### config.mk
export PLATFORM = sky130hd
export DESIGN_NAME = uart_rx
export DESIGN_NICKNAME = d
export VERILOG_FILES = /design/src/rtl/uart_pkg.sv /design/src/rtl/uart_rx_sync.sv /design/src/rtl/uart_rx.sv
export SDC_FILE = /design/constraint.sdc
export NUM_CORES = 1
export LEC_CHECK = 0
export BUFFER_PORTS_ARGS = -buffer_cell sky130_fd_sc_hd__buf_4
export CAP_MARGIN = 20
export CELL_PAD_IN_SITES_DETAIL_PLACEMENT = 0
export CELL_PAD_IN_SITES_GLOBAL_PLACEMENT = 1
export CORE_ASPECT_RATIO = 0.8
export CORE_UTILIZATION = 50
export DETAILED_ROUTE_END_ITERATION = 16
export PLACE_DENSITY_LB_ADDON = 0.1
export SYNTH_ARGS = -nofsm -noshare
export SYNTH_HDL_FRONTEND = slang
export SYNTH_SLANG_ARGS = --single-unit
### constraint.sdc
create_clock -name clk -period 4.71 [get_ports clk]
set_clock_uncertainty 0.1 [all_clocks]
set_input_delay 0.942 -clock clk [delete_from_list [all_inputs] [get_ports clk]]
set_output_delay 0.942 -clock clk [all_outputs]
set_load 0.005 [all_outputs]
### src/rtl/uart_pkg.sv
// Shared UART definitions: FSM state encoding, frame size and baud divisor helper.
// Used by both the transmitter and the receiver so the two ends agree on framing.
package uart_pkg;

   localparam int DATA_BITS = 8;

   typedef enum logic [1:0] {
      IDLE  = 2'd0,
      START = 2'd1,
      DATA  = 2'd2,
      STOP  = 2'd3
   } uart_state_e;

   // Truncating divide: the mid-bit sampling margin absorbs the rounding error.
   function automatic int clks_per_bit(input int clk_freq, input int baud);
      return clk_freq / baud;
   endfunction

endpackage

### src/rtl/uart_rx_sync.sv
// Two-flop synchroniser for the asynchronous serial line plus one history flop
// for falling-edge detection of the start bit.
module uart_rx_sync (
   input  logic clk,
   input  logic rst,
   input  logic rx_serial,
   output logic rx_sync,
   output logic fall
);

   logic meta_q;
   logic sync_q;
   logic prev_q;

   // NOTE: these flops reset to 1 (idle line) so leaving reset never fakes a start edge.
   always_ff @(posedge clk or posedge rst) begin
      if (rst) begin
         meta_q <= 1'b1;
         sync_q <= 1'b1;
         prev_q <= 1'b1;
      end else begin
         meta_q <= rx_serial;
         sync_q <= meta_q;
         prev_q <= sync_q;
      end
   end

   assign rx_sync = sync_q;
   assign fall    = prev_q & ~sync_q;

endmodule

### src/rtl/uart_rx.sv
// 8N1 UART receiver: glitch-filtered start detection, mid-bit sampling, and a
// valid/ready byte handoff with framing-error and overrun pulses.
module uart_rx
   import uart_pkg::*;
#(
   parameter int CLK_FREQ = 50_000_000,
   parameter int BAUD     = 115200
) (
   input  logic                 clk,
   input  logic                 rst,
   input  logic                 rx_serial,
   input  logic                 rx_ready,
   output logic [DATA_BITS-1:0] rx_data,
   output logic                 rx_valid,
   output logic                 rx_busy,
   output logic                 rx_frame_err,
   output logic                 rx_overrun
);

   localparam int CLKS_PER_BIT = clks_per_bit(CLK_FREQ, BAUD);
   localparam int CNT_W        = $clog2(CLKS_PER_BIT);

   localparam logic [CNT_W-1:0] HALF_LAST = CNT_W'(CLKS_PER_BIT / 2 - 1);
   localparam logic [CNT_W-1:0] BIT_LAST  = CNT_W'(CLKS_PER_BIT - 1);
   localparam logic [2:0]       LAST_IDX  = 3'(DATA_BITS - 1);

   generate
      if (CLKS_PER_BIT < 4) begin : g_bad_divisor
         $error("uart_rx: CLKS_PER_BIT=%0d is below 4", CLKS_PER_BIT);
      end
   endgenerate

   logic rx_sync;
   logic fall;

   uart_rx_sync u_sync (
      .clk       (clk),
      .rst       (rst),
      .rx_serial (rx_serial),
      .rx_sync   (rx_sync),
      .fall      (fall)
   );

   uart_state_e          state_q,     state_d;
   logic [CNT_W-1:0]     clk_cnt_q,   clk_cnt_d;
   logic [2:0]           bit_idx_q,   bit_idx_d;
   logic [DATA_BITS-1:0] shreg_q,     shreg_d;
   logic [DATA_BITS-1:0] data_q,      data_d;
   logic                 valid_q,     valid_d;
   logic                 frame_err_q, frame_err_d;
   logic                 overrun_q,   overrun_d;

   // NOTE: every flop uses <= so all registers update from the same pre-edge values.
   always_ff @(posedge clk or posedge rst) begin
      if (rst) begin
         state_q     <= IDLE;
         clk_cnt_q   <= '0;
         bit_idx_q   <= '0;
         shreg_q     <= '0;
         data_q      <= '0;
         valid_q     <= 1'b0;
         frame_err_q <= 1'b0;
         overrun_q   <= 1'b0;
      end else begin
         state_q     <= state_d;
         clk_cnt_q   <= clk_cnt_d;
         bit_idx_q   <= bit_idx_d;
         shreg_q     <= shreg_d;
         data_q      <= data_d;
         valid_q     <= valid_d;
         frame_err_q <= frame_err_d;
         overrun_q   <= overrun_d;
      end
   end

   // NOTE: every signal gets a default before the case, so no path leaves one unassigned (no latches).
   always_comb begin
      state_d     = state_q;
      clk_cnt_d   = clk_cnt_q;
      bit_idx_d   = bit_idx_q;
      shreg_d     = shreg_q;
      data_d      = data_q;
      valid_d     = valid_q;
      frame_err_d = 1'b0;
      overrun_d   = 1'b0;

      // Host handshake; a byte completing this same cycle re-asserts valid below.
      if (valid_q && rx_ready) begin
         valid_d = 1'b0;
      end

      unique case (state_q)
         IDLE: begin
            clk_cnt_d = '0;
            if (fall) begin
               state_d = START;
            end
         end

         START: begin
            if (clk_cnt_q == HALF_LAST) begin
               clk_cnt_d = '0;
               if (!rx_sync) begin
                  state_d   = DATA;
                  bit_idx_d = '0;
               end else begin
                  state_d = IDLE;
               end
            end else begin
               clk_cnt_d = clk_cnt_q + 1'b1;
            end
         end

         DATA: begin
            if (clk_cnt_q == BIT_LAST) begin
               clk_cnt_d = '0;
               shreg_d   = {rx_sync, shreg_q[DATA_BITS-1:1]};
               if (bit_idx_q == LAST_IDX) begin
                  state_d = STOP;
               end else begin
                  bit_idx_d = bit_idx_q + 1'b1;
               end
            end else begin
               clk_cnt_d = clk_cnt_q + 1'b1;
            end
         end

         STOP: begin
            if (clk_cnt_q == BIT_LAST) begin
               clk_cnt_d = '0;
               state_d   = IDLE;
               if (rx_sync) begin
                  overrun_d = valid_q && !rx_ready;
                  data_d    = shreg_q;
                  valid_d   = 1'b1;
               end else begin
                  frame_err_d = 1'b1;
               end
            end else begin
               clk_cnt_d = clk_cnt_q + 1'b1;
            end
         end

         default: begin
            state_d = IDLE;
         end
      endcase
   end

   assign rx_data      = data_q;
   assign rx_valid     = valid_q;
   assign rx_busy      = (state_q != IDLE);
   assign rx_frame_err = frame_err_q;
   assign rx_overrun   = overrun_q;

endmodule

Word-level counts from Yosys, hierarchy flattened

Index checks and enable logic that the tools add are counted.

Logic and storage cells: 64
Input port bits: 4
Output and inout port bits: 12
Register bits: 36

Bitwise gates (word level): 2
Reduce and logical (&&, ||, !) cells: 11
Muxes and demuxes: 25
Add/subtract/negate cells: 2
Equal/unequal tests: 13

Operator list:

| kind                                                 | number |
|---|---|
| one-hot mux 9 bit (3 select lines)                   | 1 |
| two-way mux 9 bit                                    | 2 |
| inequality test 2 bit (second input constant)        | 7 |
| two-way mux 2 bit                                    | 6 |
| two-way mux 3 bit                                    | 4 |
| two-way mux 1 bit                                    | 10 |
| AND reduction 5 bit                                  | 2 |
| adder 9 x 1 -> 9 bit (second input constant)         | 1 |
| equality test 9 x 8 -> 1 bit (second input constant) | 1 |
| equality test 9 bit (second input constant)          | 1 |
| one-hot mux 2 bit (4 select lines)                   | 1 |
| one-hot mux 3 bit (2 select lines)                   | 1 |
| equality test 2 bit (second input constant)          | 2 |
| nonzero test 2 bit                                   | 2 |
| adder 3 x 1 -> 3 bit (second input constant)         | 1 |
| equality test 3 bit (second input constant)          | 1 |
| AND reduction 3 bit                                  | 1 |
| equality test 2 x 1 -> 1 bit (second input constant) | 1 |
| logical AND 1 bit                                    | 2 |
| zero test 2 bit                                      | 1 |
| AND reduction 2 bit                                  | 1 |
| OR reduction 2 bit                                   | 1 |
| AND 1 bit                                            | 1 |
| zero test 1 bit                                      | 1 |
| NOT 1 bit                                            | 1 |

Logic depth before layout (Yosys ltp)

Gate-level depths: netlist (run 1).

Depth in word-level cells: 5
Mapped depth: 6
Gate-level depth less buffers: 6

Modules after synthesis

From an unflattened synthesis (run 1), not the netlist that was laid out.

Cell total of the unflattened synthesis: 121
Area, all modules: 1606.5 um^2

By module, submodules not included:

| module       | area each (um^2) | seq. area each (um^2) | cells each | instances |
|---|---|---|---|---|
| uart_rx      | 1510.2           | 825.8                 | 116        | 1 |
| uart_rx_sync | 96.3             | 78.8                  | 5          | 1 |

Worst setup path after synthesis (run 1)

OpenSTA, ideal clock, no wires.

Kind: register to output
From: register with a tool-made name
To: output port rx_busy
Cell stages (with the launch flop): 3
Required time: 3.668 ns
Path buffers: 1
Data arrival time: 0.834 ns
Slack: 2.834 ns
Path through: dfrtp_1 clkbuf_1 or2_2

RTL lines:

| what             | line          | text |
|---|---|---|
| end: declaration | uart_rx.sv:15 | `output logic rx_busy,` |

==> results of run 1 <==
[worst reg2reg max path, stage by stage, from the launching register on]
cell and delay (ns):
dfrtp_1 0.41, inv_1 0.09, ha_1 0.14, and4bb_2 0.27
nand4_4 0.20, nor2_4 0.27, mux2_2 0.37
[sequential cells by signal (all words and copies together), names as in the netlist, named ones only]
| signal | flops |
|---|---|
| shreg_q | 8 |
| rx_valid | 1 |
| rx_overrun | 1 |
| state_q | 1 |
| u_sync.meta_q | 1 |
| clk_cnt_q | 9 |
| rx_frame_err | 1 |
| u_sync.rx_sync | 1 |
| bit_idx_q | 3 |
| rx_data | 8 |
| u_sync.prev_q | 1 |
[area by class of cell]
cell class / instances / area (um2)
clock buffer: 5 / 68.82
clock inverter: 3 / 42.54
fill: 230 / 1018
inverter: 4 / 15.01
multi-input combinational: 77 / 654.4
sequential: 36 / 904.6
tap: 38 / 47.55
timing repair buffer: 16 / 120.1
[where the power goes]
group | internal (W) | switching [W] | leakage, nW
clock | 0.000157 | 0.000111 | 0.0541
combinational | 0.0000436 | 0.0000415 | 0.413
sequential | 0.000341 | 0.0000465 | 0.474
[per-layer routing]
| layer | GRT usage | up-vias | share of wire | routed length (um) |
|---|---|---|---|---|
| met2 | 0.2795 | 19 | 0.43 | 1100 |
| met1 | 0.2428 | 465 | 0.52 | 1323 |
| met3 | 0.05870 | 4 | 0.043 | 110 |
| met4 | 0.07778 | 0 | 0.011 | 28 |
| li1 | - | 458 | - | - |
| met5 | 0 | - | 0 | 0 |
[final timing paths]
check | end
min in group asynchronous | clk_cnt_q[8]
hold reg to reg | u_sync.rx_sync
hold / removal | u_sync.rx_sync
max in group asynchronous | u_sync.meta_q
setup / recovery | rx_busy
setup reg to reg | shreg_q[0]
[metrics by stage]
stage / power [W] / util / hold WS [ns] / setup slack (ns) / instances
after detailed placement: 0.0004785 / 0.6065 / 0.2472 / 2.740 / 171
after global placement: 0.0004750 / 0.6065 / 0.2462 / 2.750 / 171
after global routing: 0.0007795 / 0.6453 / 0.2604 / 2.378 / 179
final: 0.0007398 / 0.6453 / 0.2569 / 2.422 / 179
after CTS: 0.0007468 / 0.6453 / 0.2587 / 2.419 / 179
after floorplan: 0.0004517 / - / 0.2452 / 2.834 / 118
[kinds of logic after synthesis]
kind of cell / count (synthesis) / synth area share
AO/OA/AOI/OAI: 8 / 0.04124
XOR/XNOR: 7 / 0.03886
adder cells (fa/ha/maj): 5 / 0.03965
buffers and inverters: 5 / 0.01189
flip-flops: 36 / 0.5734
multiplexers: 18 / 0.1277
AND/OR/NAND/NOR: 39 / 0.1673
[cells in the mapped netlist (all sizes together)]
master  instances
a21oi           1
nand4           3
and3            1
xnor2           3
a22o            2
xor2            4
ha              5
dfrtp          33
a21o            2
nor2           12
mux2i           1
o22ai           1
nand4b          1
or2             1
clkbuf          1
a22oi           1
and4            1
nor3            3
nand2           5
nand3           3
and3b           1
mux2           17
nor3b           1
nor2b           2
and2b           1
dfstp           3
nand2b          1
and4bb          3
a311oi          1
inv             4
==> impl_metrics.env, run 1 <==
export IMPL_drtPass1Iterations=4
export IMPL_setup_viol=0
export IMPL_start_kind="register"
export IMPL_finalHoldViolCount=0
export IMPL_numCtsBuffers=5
export IMPL_power_density_mw_per_mm2=399.2
export IMPL_htreeDepth=2
export IMPL_fmax_mhz=437.0
export IMPL_route_detailed_drc=0
export IMPL_vias=946
export IMPL_arrival_ns=1.25
export IMPL_leakagePower_nw=0.9420
export IMPL_slowest_delay_ns=0.49
export IMPL_worstHoldStart="u_sync.meta_q"
export IMPL_grt_setup_unrepaired="no"
export IMPL_dieArea_mm2=0.003386
export IMPL_slew_violations=0
export IMPL_grt_max_degree=37
export IMPL_yosys_warnings=0
export IMPL_crit_buf_inv=1
export IMPL_final_common_cell="dfrtp_1"
export IMPL_synth_cells=118
export IMPL_tritoncts="yes"
export IMPL_post_dp_cell_area_mm2=0.001742
export IMPL_syn_to_final_growth_pct=17.45
export IMPL_core_area_mm2=0.002872
export IMPL_crit_fanout=10
export IMPL_vias_per_cell=5.285
export IMPL_synth_nets=127
export IMPL_clock_latency_ns=0.29
export IMPL_drive_gt1_frac=0.3759
export IMPL_max_slew_margin=0.6862
export IMPL_synth_top_area_share=0.5234
export IMPL_cp_depth=2
export IMPL_track_usage=0.1835
export IMPL_die_w_um=64.81
export IMPL_grt_pass1_wl_um=4464
export IMPL_outcome="finished, final reports clean"
export IMPL_crit_family="flip-flops"
export IMPL_reg2reg_depth=6
export IMPL_clock_path_buffers=2
export IMPL_ys_ff_latch=36
export IMPL_r2r_start="clk_cnt_q[1]"
export IMPL_drt_first_iter_violations=59
export IMPL_post_drt_wl_per_cell_um=14.31
export IMPL_end_kind="output port"
export IMPL_ant_nets=0
export IMPL_ys_seq_area_frac=0.5734
export IMPL_synth_top_cell_by_area="dfrtp_1"
export IMPL_hold_buffers=0
export IMPL_totalWireLength_um=2562
export IMPL_r2r_slack_ns=2.75
export IMPL_ios=16
export IMPL_numPortBuffers=15
export IMPL_fin_area_mm2=0.001853
export IMPL_drv_cap=0
export IMPL_tightest_slew_ns=0.4708
export IMPL_place_congestion=0.7729
export IMPL_nNetsFinal=149
export IMPL_crit_type="reg2out"
export IMPL_path_clk_slew_ns=0.07
export IMPL_die_height_um=52.25
export IMPL_peakVddDrop_v=0.0002090
export IMPL_root_buffer="clkbuf_8"
export IMPL_start_util=0.5495
export IMPL_antenna_found_initial=0
export IMPL_fin_setup_tns_ns=0
export IMPL_avgSynthCellArea_um2=13.37
export IMPL_synth_distinct_cells=34
export IMPL_slowest_stage="dfrtp_1"
export IMPL_final_cell_mix="dfrtp_1 (33), mux2_2 (16), buf_4 (16), nor2_1 (10)"
export IMPL_whs_path_depth=0
export IMPL_period_minus_slack_ns=2.288
export IMPL_finalCritPeriodShare=0.4858
export IMPL_hold_class="reg2reg"
export IMPL_cts_resized=0
export IMPL_rows=17
export IMPL_hpwl_um=1842
export IMPL_ys_top_cells_by_area="dfrtp_1 (52%), mux2_2 (11%), dfstp_2 (5.0%), ha_1 (4.0%), and4bb_2 (2.4%)"
export IMPL_clock_sinks=36
export IMPL_crit_chain="or2_2 -> buf_4"
export IMPL_grt_ovfl_total=0
export IMPL_worstPathRequired_ns=3.67
export IMPL_synth_area_mm2=0.001578
export IMPL_grt_pass1_vias=1006
export IMPL_diodes=0
export IMPL_cts_setup_buffers=0
(Power assumes the default switching activity.)
==> run 2, diff against run 1 <==
--- a/config.mk
+++ b/config.mk
@@ -10,7 +10,7 @@
 export CELL_PAD_IN_SITES_DETAIL_PLACEMENT = 0
 export CELL_PAD_IN_SITES_GLOBAL_PLACEMENT = 1
 export CORE_ASPECT_RATIO = 0.8
-export CORE_UTILIZATION = 50
+export CORE_UTILIZATION = 47
 export DETAILED_ROUTE_END_ITERATION = 16
 export PLACE_DENSITY_LB_ADDON = 0.1
 export SYNTH_ARGS = -nofsm -noshare
==> constraint.sdc (replaced) <==
create_clock -name clk -period 2.4 [get_ports clk]
set_clock_uncertainty 0.1 [all_clocks]
set_input_delay 0.48 -clock clk [delete_from_list [all_inputs] [get_ports clk]]
set_output_delay 0.48 -clock clk [all_outputs]
set_load 0.005 [all_outputs]
==> impl_metrics.env, run 2 (same netlist as run 1, synthesis figures left out) <==
export IMPL_outcome="finished, final reports clean"
export IMPL_numPortBuffers=15
export IMPL_crit_fanout=8
export IMPL_setup_ws_ns=0.4323
export IMPL_setup_viol=0
export IMPL_route_detailed_drc=0
export IMPL_regArea_um2=904.6
export IMPL_switchingPower_w=0.0003778
export IMPL_path_clk_slew_ns=0.07
export IMPL_clock_path_buffers=2
export IMPL_cts_setup_buffers=0
export IMPL_diodes=0
export IMPL_slowest_delay_ns=0.40
export IMPL_rows=18
export IMPL_die_height_um=53.82
export IMPL_clock_power_share=0.383
export IMPL_vias_per_cell=5.232
export IMPL_clock_latency_ns=0.29
export IMPL_tritoncts="yes"
export IMPL_crit_chain="inv_1 -> ha_1 -> and4bb_2 -> nand4_4 -> nor2_4 -> mux2_2"
export IMPL_grt_setup_unrepaired="no"
export IMPL_hold_class="in2reg"
export IMPL_num_fill_cells=266
export IMPL_hold_buffers=0
export IMPL_fin_setup_tns_ns=0
export IMPL_finalCritPeriodShare=0.8199
export IMPL_totalWireLength_um=2459
export IMPL_antenna_found_initial=0
export IMPL_drv_cap=0
export IMPL_syn_to_final_growth_pct=18.56
export IMPL_drtPass1Iterations=4
export IMPL_clock_sinks=36
export IMPL_post_route_util=0.5975
export IMPL_peakVddDrop_v=0.0005426
export IMPL_seq_power_share=0.505
export IMPL_p_int_w=0.001123
export IMPL_crit_family="simple AND/OR/NAND/NOR gates"
export IMPL_drt_first_iter_violations=57
export IMPL_power_density_mw_per_mm2=802.4
export IMPL_track_usage=0.1667
export IMPL_slew_violations=0
export IMPL_tightest_slew_ns=0.4415
export IMPL_nNetsFinal=149
export IMPL_start_kind="register"
export IMPL_pwr_share_comb=0.111
export IMPL_arrival_ns=2.04
export IMPL_die_w_um=66.78
export IMPL_htreeDepth=2
export IMPL_swShare=0.2517
export IMPL_finalHoldViolCount=0
export IMPL_hpwl_um=1723
export IMPL_drive_gt1_frac=0.3759
export IMPL_root_buffer="clkbuf_8"
export IMPL_numCtsBuffers=5
export IMPL_grt_max_degree=37
export IMPL_fmax_mhz=508.2
export IMPL_vias=947
export IMPL_crit_buf_inv=1
export IMPL_cts_resized=0
export IMPL_leakagePower_nw=0.9523
export IMPL_grt_ovfl_total=0
export IMPL_post_drt_wl_per_cell_um=13.59
export IMPL_place_ws_ns=0.4292
export IMPL_final_common_cell="dfrtp_1"
export IMPL_crit_type="reg2reg"
export IMPL_start_util=0.5040
export IMPL_core_area_mm2=0.003131
export IMPL_largest_reg_flops=9
export IMPL_place_congestion=0.7955
export IMPL_grt_pass1_wl_um=4202
export IMPL_dieArea_mm2=0.003594
export IMPL_worstPathRequired_ns=2.47
export IMPL_slowest_stage="dfrtp_1"
export IMPL_end_kind="register"
export IMPL_ant_nets=0
export IMPL_final_cell_mix="dfrtp_1 (33), mux2_2 (16), buf_4 (16), nor2_1 (10), clkbuf_8 (7)"
export IMPL_grt_pass1_vias=910
export IMPL_ios=16
export IMPL_multiInputGateArea_um2=654.4
export IMPL_max_slew_margin=0.7057
export IMPL_top_register="clk_cnt_q"
export IMPL_period_minus_slack_ns=1.968
## run 2: cell count changes in the layout (fill, tap and decap cells not counted)
cell	change
clkinv_2	-1
clkbuf_8	+2
clkinvlp_4	-1
## run 2: through the flow
| stage | hold slack [ns] | power, W | cells | instance area (um2) |
|---|---|---|---|---|
| 6_report | 0.1946 | 0.001501 | 181 | 1871 |
| 5_1_grt | 0.1813 | 0.001575 | 181 | 1871 |
| 4_1_cts | 0.1864 | 0.001517 | 181 | 1871 |
| 3_5_place_dp | 0.2478 | 0.0009372 | 173 | 1744 |
| 3_3_place_gp | 0.2468 | 0.0009323 | 173 | 1744 |
| 2_1_floorplan | 0.2452 | 0.0008864 | 118 | 1578 |
## run 2: layout make-up
type                    instances  share of cell area
multi-input cells              77              0.3498
well taps                      40             0.02676
clock inverters                 1             0.01605
inverters                       4            0.008027
clock buffers                   7             0.05151
flip-flops and latches         36              0.4836
repair buffers                 16             0.06421
## run 2: final timing paths
kind | start | end | slack (ns) | cells after the start
max | clk_cnt_q[1] | shreg_q[3] | 0.43 | 6
min | rx_serial | u_sync.meta_q | 0.19 | 1
max reg2reg | clk_cnt_q[1] | shreg_q[3] | 0.43 | 6
min reg2reg | u_sync.meta_q | u_sync.rx_sync | 0.26 | 0
max in group asynchronous | rst | u_sync.prev_q | 1.66 | 3
min in group asynchronous | rst | clk_cnt_q[3] | 0.20 | 3
## run 2: power groups by stage
stage	clock, W	combinational (W)	sequential [W]
floorplan	0	0.000137	0.000749
global placement	0	0.000163	0.000769
detailed placement	0	0.000169	0.000768
CTS	0.000589	0.000170	0.000757
global route	0.000613	0.000192	0.000770
finish	0.000575	0.000167	0.000759
## run 2: per-layer routing
layer  part of all wire  wire [um]  up-vias  track usage
li1                   -          -      458            -
met1               0.50       1235      468       0.2323
met2               0.44       1088       16       0.2290
met3              0.040         98        5      0.05720
met4              0.015         36        0      0.08511
met5                  0          0        -            0
